==> config.mk <==
export PLATFORM = sky130hd
export DESIGN_NAME = down_timer_arbiter
export DESIGN_NICKNAME = d
export VERILOG_FILES = /design/src/rtl/down_timer_arbiter.sv
export SDC_FILE = /design/constraint.sdc
export NUM_CORES = 1
export LEC_CHECK = 0
export ABC_CLOCK_PERIOD_IN_PS = 4400
export CAP_MARGIN = 10
export CORE_AREA = 5 5 63 65
export DETAILED_ROUTE_END_ITERATION = 10
export DIE_AREA = 0 0 68 70
export PLACE_DENSITY = 0.82
export SLEW_MARGIN = 0
export SYNTH_ARGS = -nofsm -noshare
export SYNTH_HDL_FRONTEND = slang
export SYNTH_SLANG_ARGS = --single-unit
==> constraint.sdc <==
create_clock -name clk -period 4.4 [get_ports clk]
set_clock_uncertainty 0.15 [all_clocks]
set_input_delay 0.44 -clock clk [delete_from_list [all_inputs] [get_ports clk]]
set_output_delay 0.44 -clock clk [all_outputs]
set_load 0.01 [all_outputs]
==> src/rtl/down_timer_arbiter.sv <==
// down_timer_arbiter: round-robin arbiter that lends one shared down counter to one requester at a time.
module down_timer_arbiter #(
   parameter int NUM_REQ = 4,
   parameter int WIDTH   = 8
) (
   input  logic                     clk,
   input  logic                     rstn,
   input  logic [NUM_REQ-1:0]       req,
   input  logic [NUM_REQ*WIDTH-1:0] req_count,
   output logic [NUM_REQ-1:0]       gnt,
   output logic                     busy,
   output logic [WIDTH-1:0]         count_out,
   output logic [NUM_REQ-1:0]       done
);
   localparam int PW = $clog2(NUM_REQ);
   typedef enum logic [1:0] {IDLE, COUNT, DONE} state_t;
   state_t             r_state, w_state;
   logic [NUM_REQ-1:0] r_gnt, w_gnt, r_done, w_done;
   logic               r_busy, w_busy;
   logic [WIDTH-1:0]   r_cnt, w_cnt;
   logic [PW-1:0]      r_ptr, w_ptr, r_own, w_own, w_win, w_own_inc;
   logic               w_found;
   logic [WIDTH-1:0]   w_load [NUM_REQ];
   for (genvar g = 0; g < NUM_REQ; g++) begin : g_load
      assign w_load[g] = req_count[g*WIDTH +: WIDTH];
   end
   // first active request at or after the pointer, wrapping
   always_comb begin
      w_found = 1'b0;
      w_win   = '0;
      for (int k = 0; k < NUM_REQ; k++) begin
         if (!w_found && req[PW'((int'(r_ptr) + k) % NUM_REQ)]) begin
            w_found = 1'b1;
            w_win   = PW'((int'(r_ptr) + k) % NUM_REQ);
         end
      end
   end
   assign w_own_inc = (r_own == PW'(NUM_REQ - 1)) ? '0 : r_own + 1'b1;
   // withdrawal is tested before terminal count so it wins a same-cycle collision
   always_comb begin
      w_state = r_state;
      w_gnt   = r_gnt;
      w_busy  = r_busy;
      w_cnt   = r_cnt;
      w_done  = '0;
      w_ptr   = r_ptr;
      w_own   = r_own;
      case (r_state)
         IDLE: if (w_found) begin
            w_state = COUNT;
            w_gnt   = NUM_REQ'(1) << w_win;
            w_busy  = 1'b1;
            w_cnt   = w_load[w_win];
            w_own   = w_win;
         end
         COUNT: if (!req[r_own]) begin
            w_state = IDLE;
            w_gnt   = '0;
            w_busy  = 1'b0;
            w_ptr   = w_own_inc;
         end else if (r_cnt != '0) begin
            w_cnt = r_cnt - 1'b1;
         end else begin
            w_state = DONE;
            w_done  = r_gnt;
         end
         default: begin
            w_state = IDLE;
            w_gnt   = '0;
            w_busy  = 1'b0;
            w_ptr   = w_own_inc;
         end
      endcase
   end
   always_ff @(posedge clk or negedge rstn) begin
      if (!rstn) begin
         r_state <= IDLE;
         r_gnt   <= '0;
         r_busy  <= 1'b0;
         r_cnt   <= '0;
         r_done  <= '0;
         r_ptr   <= '0;
         r_own   <= '0;
      end else begin
         r_state <= w_state;
         r_gnt   <= w_gnt;
         r_busy  <= w_busy;
         r_cnt   <= w_cnt;
         r_done  <= w_done;
         r_ptr   <= w_ptr;
         r_own   <= w_own;
      end
   end
   assign gnt       = r_gnt;
   assign busy      = r_busy;
   assign count_out = r_cnt;
   assign done      = r_done;
endmodule

Word-level counts from Yosys, hierarchy flattened
Cells that the tools add are included.
- register bits after elaboration: 23
- input port bits: 38
- output and inout bits: 17
- $add $sub $neg: 5
- $lt $le $gt $ge: 6
- equality and inequality tests: 7
- shift-type cells: 1
- multiplexer cells: 45
- bitwise operators: 2
- reduce and logical (&&, ||, !) cells: 14
- operator list (cell ; count):
    2-to-1 mux 8 bit ; 5
    2-to-1 mux 4 bit ; 5
    2-to-1 mux 2 bit ; 9
    binary-select mux 8 bit (select 2 bit) ; 1
    less-than comparator 2 x 4 -> 1 bit (second input constant) ; 4
    one-hot mux 8 bit (2 select lines) ; 1
    2-to-1 mux 1 bit ; 15
    binary-select mux 1 bit (select 2 bit) ; 5
    inequality test 2 bit (second input constant) ; 4
    one-hot mux 2 bit (2 select lines) ; 2
    one-hot mux 4 bit (2 select lines) ; 1
    AND reduction 2 bit ; 4
    nonzero test 8 bit ; 1
    subtractor 8 x 1 -> 8 bit (second input constant) ; 1
    adder 2 x 1 -> 2 bit (second input constant) ; 2
    adder 2 bit (second input constant) ; 2
    AND reduction 4 bit ; 1
    << shifter 1 x 2 -> 4 bit (first input constant) ; 1
    >= comparator 3 bit (second input constant) ; 1
    logical AND 1 bit ; 3
    zero test 1 bit ; 3
    less-than comparator 2 x 3 -> 1 bit (second input constant) ; 1
    inequality test 3 bit (second input constant) ; 1
    inverter 2 -> 3 bit ; 1
    other kinds (6) ; 6

Longest topological paths before layout
- depth after elaboration: 19
- gate-level depth with buffers: 7
- depth with buffers taken out: 7

Worst setup path before layout
Ideal clock, no wire load.
- path type: register -> register
- start point: register r_cnt[0] (netlist: count_out[0])
- end point: register r_cnt[1] (netlist: count_out[1])
- setup time: 0.087 ns
- data arrival time: 1.882 ns
- setup slack: 2.281 ns
- stages on the path, launching flop included: 8
- path buffers: 0
- clock period less this slack: 2.119 ns
- cells stage by stage: dfrtp_1 -> inv_1 -> ha_1 -> or4b_4 -> o211ai_4 -> nand2_4 -> and3_4 -> a211oi_2
- longest elaborated chain between the ends: 4
- elaborated cells on any way between the ends: 7
- classes of those cells: add/sub: 1; eq/ne: 1; mux: 3; reduce/logical: 2
- RTL lines (element ; RTL line ; source):
    start: declaration ; 20 ; logic [WIDTH-1:0] r_cnt, w_cnt;
    start signal: assignment ; 88 ; r_cnt <= w_cnt;
    subtractor 8 x 1 -> 8 bit ; 62 ; w_cnt = r_cnt - 1'b1;
    2-to-1 mux 8 bit ; 61 ; end else if (r_cnt != '0) begin
    2-to-1 mux 8 bit ; 56 ; COUNT: if (!req[r_own]) begin
    one-hot mux 8 bit (2 select lines) ; 48 ; case (r_state)
Several ways; a longest one is shown, not always the timed one. The select of a mux whose other input is x is not followed.
A chain may end at the register's enable or synchronous reset.

Final worst setup path
- start point: input port req[3]
- end point: register r_cnt[4] (netlist: count_out[4])
- longest elaborated chain between the ends: 19
- elaborated cells on any way between the ends: 37
- classes of those cells: eq/ne: 2; mux: 27; bitwise: 1; reduce/logical: 7
- RTL lines (element ; RTL line ; source):
    start: declaration ; 8 ; input logic [NUM_REQ-1:0] req,
    binary-select mux 1 bit (select 2 bit) ; 32 ; if (!w_found && req[PW'((int'(r_ptr) + k) % NUM_REQ)]) begin
    2-to-1 mux 1 bit (not written as such) (2 in a row) ; 32 ;
    2-to-1 mux 1 bit ; 32 ;
    zero test 1 bit ; 32 ;
    logical AND 1 bit ; 32 ;
    2-to-1 mux 1 bit ; 32 ;
    zero test 1 bit ; 32 ;
    logical AND 1 bit ; 32 ;
    2-to-1 mux 1 bit ; 32 ;
    zero test 1 bit ; 32 ;
    logical AND 1 bit ; 32 ;
    2-to-1 mux 2 bit ; 32 ;
    inverter 2 -> 3 bit (not written as such) ; 53 ; w_cnt = w_load[w_win];
    binary-select mux 8 bit (select 2 bit) ; 53 ;
    2-to-1 mux 8 bit (not written as such) (2 in a row) ; 53 ;
    2-to-1 mux 8 bit ; 49 ; IDLE: if (w_found) begin
    one-hot mux 8 bit (2 select lines) ; 48 ;
Several ways; a longest one is shown, not always the timed one. The select of a mux whose other input is x is not followed.

==> metrics.txt <==
# TYPE chip_impl_metric gauge
chip_impl_metric{name="synthCells",unit=""} 171
chip_impl_metric{name="fin_nets",unit=""} 264
chip_impl_info{name="worst_setup_path_end_kind",value="register"} 1
chip_impl_info{name="synth_top_flop_cell",value="dfrtp_1"} 1
chip_impl_info{name="tritoncts",value="yes"} 1
chip_impl_info{name="hold_path.class",value="reg -> reg"} 1
chip_impl_metric{name="worstMarginPinSlew",unit="ns"} 0.980
chip_impl_metric{name="cp_max_fo",unit=""} 20
chip_impl_metric{name="drive_gt1_share",unit="%"} 7.62
chip_impl_metric{name="detailedRoute.firstIterationViolations",unit=""} 208
chip_impl_metric{name="synthesis.area_per_instance",unit="µm²"} 8.96
chip_impl_metric{name="synth_enable_flop_cells",unit=""} 0
chip_impl_metric{name="ys_seq_elements",unit=""} 23
chip_impl_metric{name="cp.required",unit="ns"} 4.46
chip_impl_metric{name="yosysWarningCount",unit=""} 0
chip_impl_info{name="critical-path-slowest-cell",value="o21ai_2"} 1
chip_impl_metric{name="cts.repair_timing.setup_buffer_count",unit=""} 0
chip_impl_metric{name="synth_async_sr_flop_share",unit="%"} 100
chip_impl_metric{name="vias",unit=""} 1561
chip_impl_metric{name="post_placement_cell_count",unit=""} 265
chip_impl_info{name="synthMostInstantiatedCell",value="dfrtp_1"} 1
chip_impl_metric{name="synth_top_area_share",unit="%"} 37.6
chip_impl_metric{name="hold_viol_final",unit=""} 0
chip_impl_info{name="criticalPathCategory",value="in -> reg"} 1
chip_impl_metric{name="synth.net_count",unit=""} 211
chip_impl_metric{name="placed_cell_area",unit="µm²"} 2090
chip_impl_metric{name="power_leakage",unit="nW"} 0.880
chip_impl_metric{name="post-route-util",unit="%"} 64.5
chip_impl_metric{name="post_dp_hpwl",unit="µm"} 3430
chip_impl_metric{name="detail_route.vias_per_cell",unit=""} 5.80
chip_impl_metric{name="clk_latency",unit="ns"} 0.32
chip_impl_metric{name="tritoncts_buffers",unit=""} 3
chip_impl_metric{name="portBuffers",unit=""} 54
chip_impl_metric{name="drv_slew",unit=""} 0
chip_impl_info{name="cp_cell_sequence",value="clkdlybuf4s50_1, or3_4, o21ai_2, nor2_1, a221o_1"} 1
chip_impl_metric{name="boundaryPins",unit=""} 55
chip_impl_metric{name="power_density",unit="nW/µm²"} 585
chip_impl_metric{name="fp.dieH",unit="µm"} 70
chip_impl_metric{name="die_area",unit="µm²"} 4760
chip_impl_metric{name="layout_min_cycle_time",unit="ns"} 2.56
chip_impl_metric{name="cap_viol_max_count",unit=""} 0
chip_impl_metric{name="htreeDepth",unit=""} 1
chip_impl_metric{name="floorplan.die.width",unit="µm"} 68
chip_impl_metric{name="worst_path_largest_cell_delay",unit="ns"} 0.62
chip_impl_metric{name="cts_resized",unit=""} 0
chip_impl_metric{name="gp_congestion",unit=""} 0.907
chip_impl_info{name="clock_tree.root_cell",value="clkbuf_4"} 1
chip_impl_metric{name="globalRoute.totalOverflow",unit=""} 0
chip_impl_metric{name="fin_setup_tns",unit="ns"} 0
chip_impl_metric{name="p_total",unit="W"} 0.00124
chip_impl_metric{name="flow.area_growth_from_synthesis",unit="%"} 38.2
chip_impl_metric{name="netlist_area_before_placement",unit="µm²"} 1530
chip_impl_metric{name="cts_sinks",unit=""} 23
chip_impl_metric{name="cp.arrival",unit="ns"} 2.62
chip_impl_info{name="synth_top_area_cell",value="dfrtp_1"} 1
chip_impl_metric{name="drt_pre_antenna_iters",unit=""} 5
chip_impl_metric{name="grt_pass1_vias",unit=""} 1412
chip_impl_metric{name="clk_pin_slew_worst_paths",unit="ns"} 0.12
chip_impl_metric{name="layout.cell_area.non_filler",unit="µm²"} 2120
chip_impl_metric{name="post-route-period-util",unit="%"} 58.2
chip_impl_metric{name="antenna_violating_nets_post_route",unit=""} 0
chip_impl_metric{name="fillers",unit=""} 291
chip_impl_metric{name="postRouteWirelength",unit="µm"} 4260
chip_impl_metric{name="antenna_found_initial",unit=""} 0
chip_impl_metric{name="finalSetupViolCount",unit=""} 0
chip_impl_metric{name="grt_first_pass_wirelength",unit="µm"} 6950
chip_impl_metric{name="synth_cell_type_count",unit=""} 48
chip_impl_metric{name="clock.fmax",unit="MHz"} 391
chip_impl_metric{name="global_route.usage.total",unit="%"} 18.7
chip_impl_info{name="status",value="completed"} 1
chip_impl_info{name="synth.top_cells.by_area",value="dfrtp_1, o21ai_0, a21oi_1"} 1
chip_impl_info{name="grt_setup_unrepaired",value="false"} 1
chip_impl_metric{name="post_drt_wl_per_cell",unit="µm"} 15.8
chip_impl_metric{name="core-area",unit="µm²"} 3280
chip_impl_metric{name="total_drc_errors_in_the_routed_layout",unit=""} 0
chip_impl_info{name="critical_path.startpoint_type",value="primary input"} 1
chip_impl_metric{name="diodes",unit=""} 0
chip_impl_metric{name="peakVddDrop",unit="µV"} 275
chip_impl_metric{name="post_cts_hold_buffer_count",unit=""} 0
chip_impl_metric{name="clock_path_buffers",unit=""} 2
chip_impl_metric{name="instances_no_fill",unit=""} 269
chip_impl_info{name="top_cells_by_count_synth",value="dfrtp_1, o21ai_0, a21oi_1, nand2_1"} 1
chip_impl_metric{name="timing.slew.headroom",unit="%"} 34.4
chip_impl_metric{name="grt_max_degree",unit=""} 24
chip_impl_metric{name="start_util",unit="%"} 46.7
chip_impl_metric{name="synth_seq_area_share",unit="%"} 37.6
chip_impl_metric{name="count_of_standard_cell_rows",unit=""} 21
[sequential cells by signal, indices dropped and copies added (netlist names)]
register	count
count_out	8
done	4
gnt	4
r_own	2
r_ptr	2
r_state	2
busy	1
[per-stage QoR]
stage          setup WS, ns  hold WS [ns]
5_1_grt                1.67         0.378
3_5_place_dp           1.49         0.322
6_report               1.84         0.351
4_1_cts                1.82         0.352
2_1_floorplan          2.28      -0.00559
3_3_place_gp           1.55         0.334
[path summary, 6_finish.rpt]
| check | start | to | slack [ns] | cells after the start |
|---|---|---|---|---|
| min in group asynchronous | rstn | count_out[3]$_DFFE_PN0P_ | 0.49 | 1 |
| max reg2reg | count_out[1]$_DFFE_PN0P_ | count_out[1]$_DFFE_PN0P_ | 2.10 | 7 |
| max in group asynchronous | rstn | r_ptr[0]$_DFFE_PN0P_ | 3.00 | 1 |
| max | req[3] | count_out[4]$_DFFE_PN0P_ | 1.84 | 5 |
| min | busy$_DFFE_PN0P_ | busy$_DFFE_PN0P_ | 0.35 | 2 |
| min reg2reg | busy$_DFFE_PN0P_ | busy$_DFFE_PN0P_ | 0.35 | 2 |
[power breakdown]
part,internal (W),switching (W),total (W)
Sequential,0.000293,0.000110,0.000403
Clock,0.0000340,0.0000641,0.0000981
Combinational,0.000356,0.000381,0.000737
[cell families (layout without fill, tap and decap cells)]
logic type                 count (synthesis)  after routing  synth area share [%]
AOI/OAI and AO/OA                         67             67                  30.5
adders and majority gates                  2              2                  1.63
buffers and inverters                     12             64                  4.08
DFF                                       23             23                  37.6
muxes                                      5              5                  4.33
and+or+nand+nor                           62             62                  21.9
[critical path, delay by kind of cell]
kind / cells / cell delay [ns]
buffers and inverters: 1 / 0.56
and+or+nand+nor: 2 / 0.64
AOI/OAI and AO/OA: 2 / 0.97
[placed cells by master, fill, tap and decap left out, types with 4 or more instances in the layout]
cell	n
a21o_1	7
a21oi_1	14
a221oi_1	5
a22o_1	6
and2_1	4
clkdlybuf4s50_1	54
dfrtp_1	23
inv_1	6
nand2_1	14
nand3_1	11
nor2_1	11
o21ai_0	18
[cell type report]
class,instances,area [µm²],area share [%]
Clock inverter,1,5.00,0.236
Inverter,6,22.5,1.06
Timing Repair Buffer,54,541,25.5
Multi-Input combinational cell,136,895,42.2
Clock buffer,3,22.5,1.06
Tap cell,46,57.6,2.72
Sequential cell,23,576,27.2
[layer usage]
metal	share of wire (%)	wire length [µm]	track usage (%)
met5	0	0	0
met4	1.2	51	4.86
met3	6.7	286	3.37
met2	50	2120	29.2
met1	42	1800	26.3
Note: power is estimated with default switching activity, not from simulation.
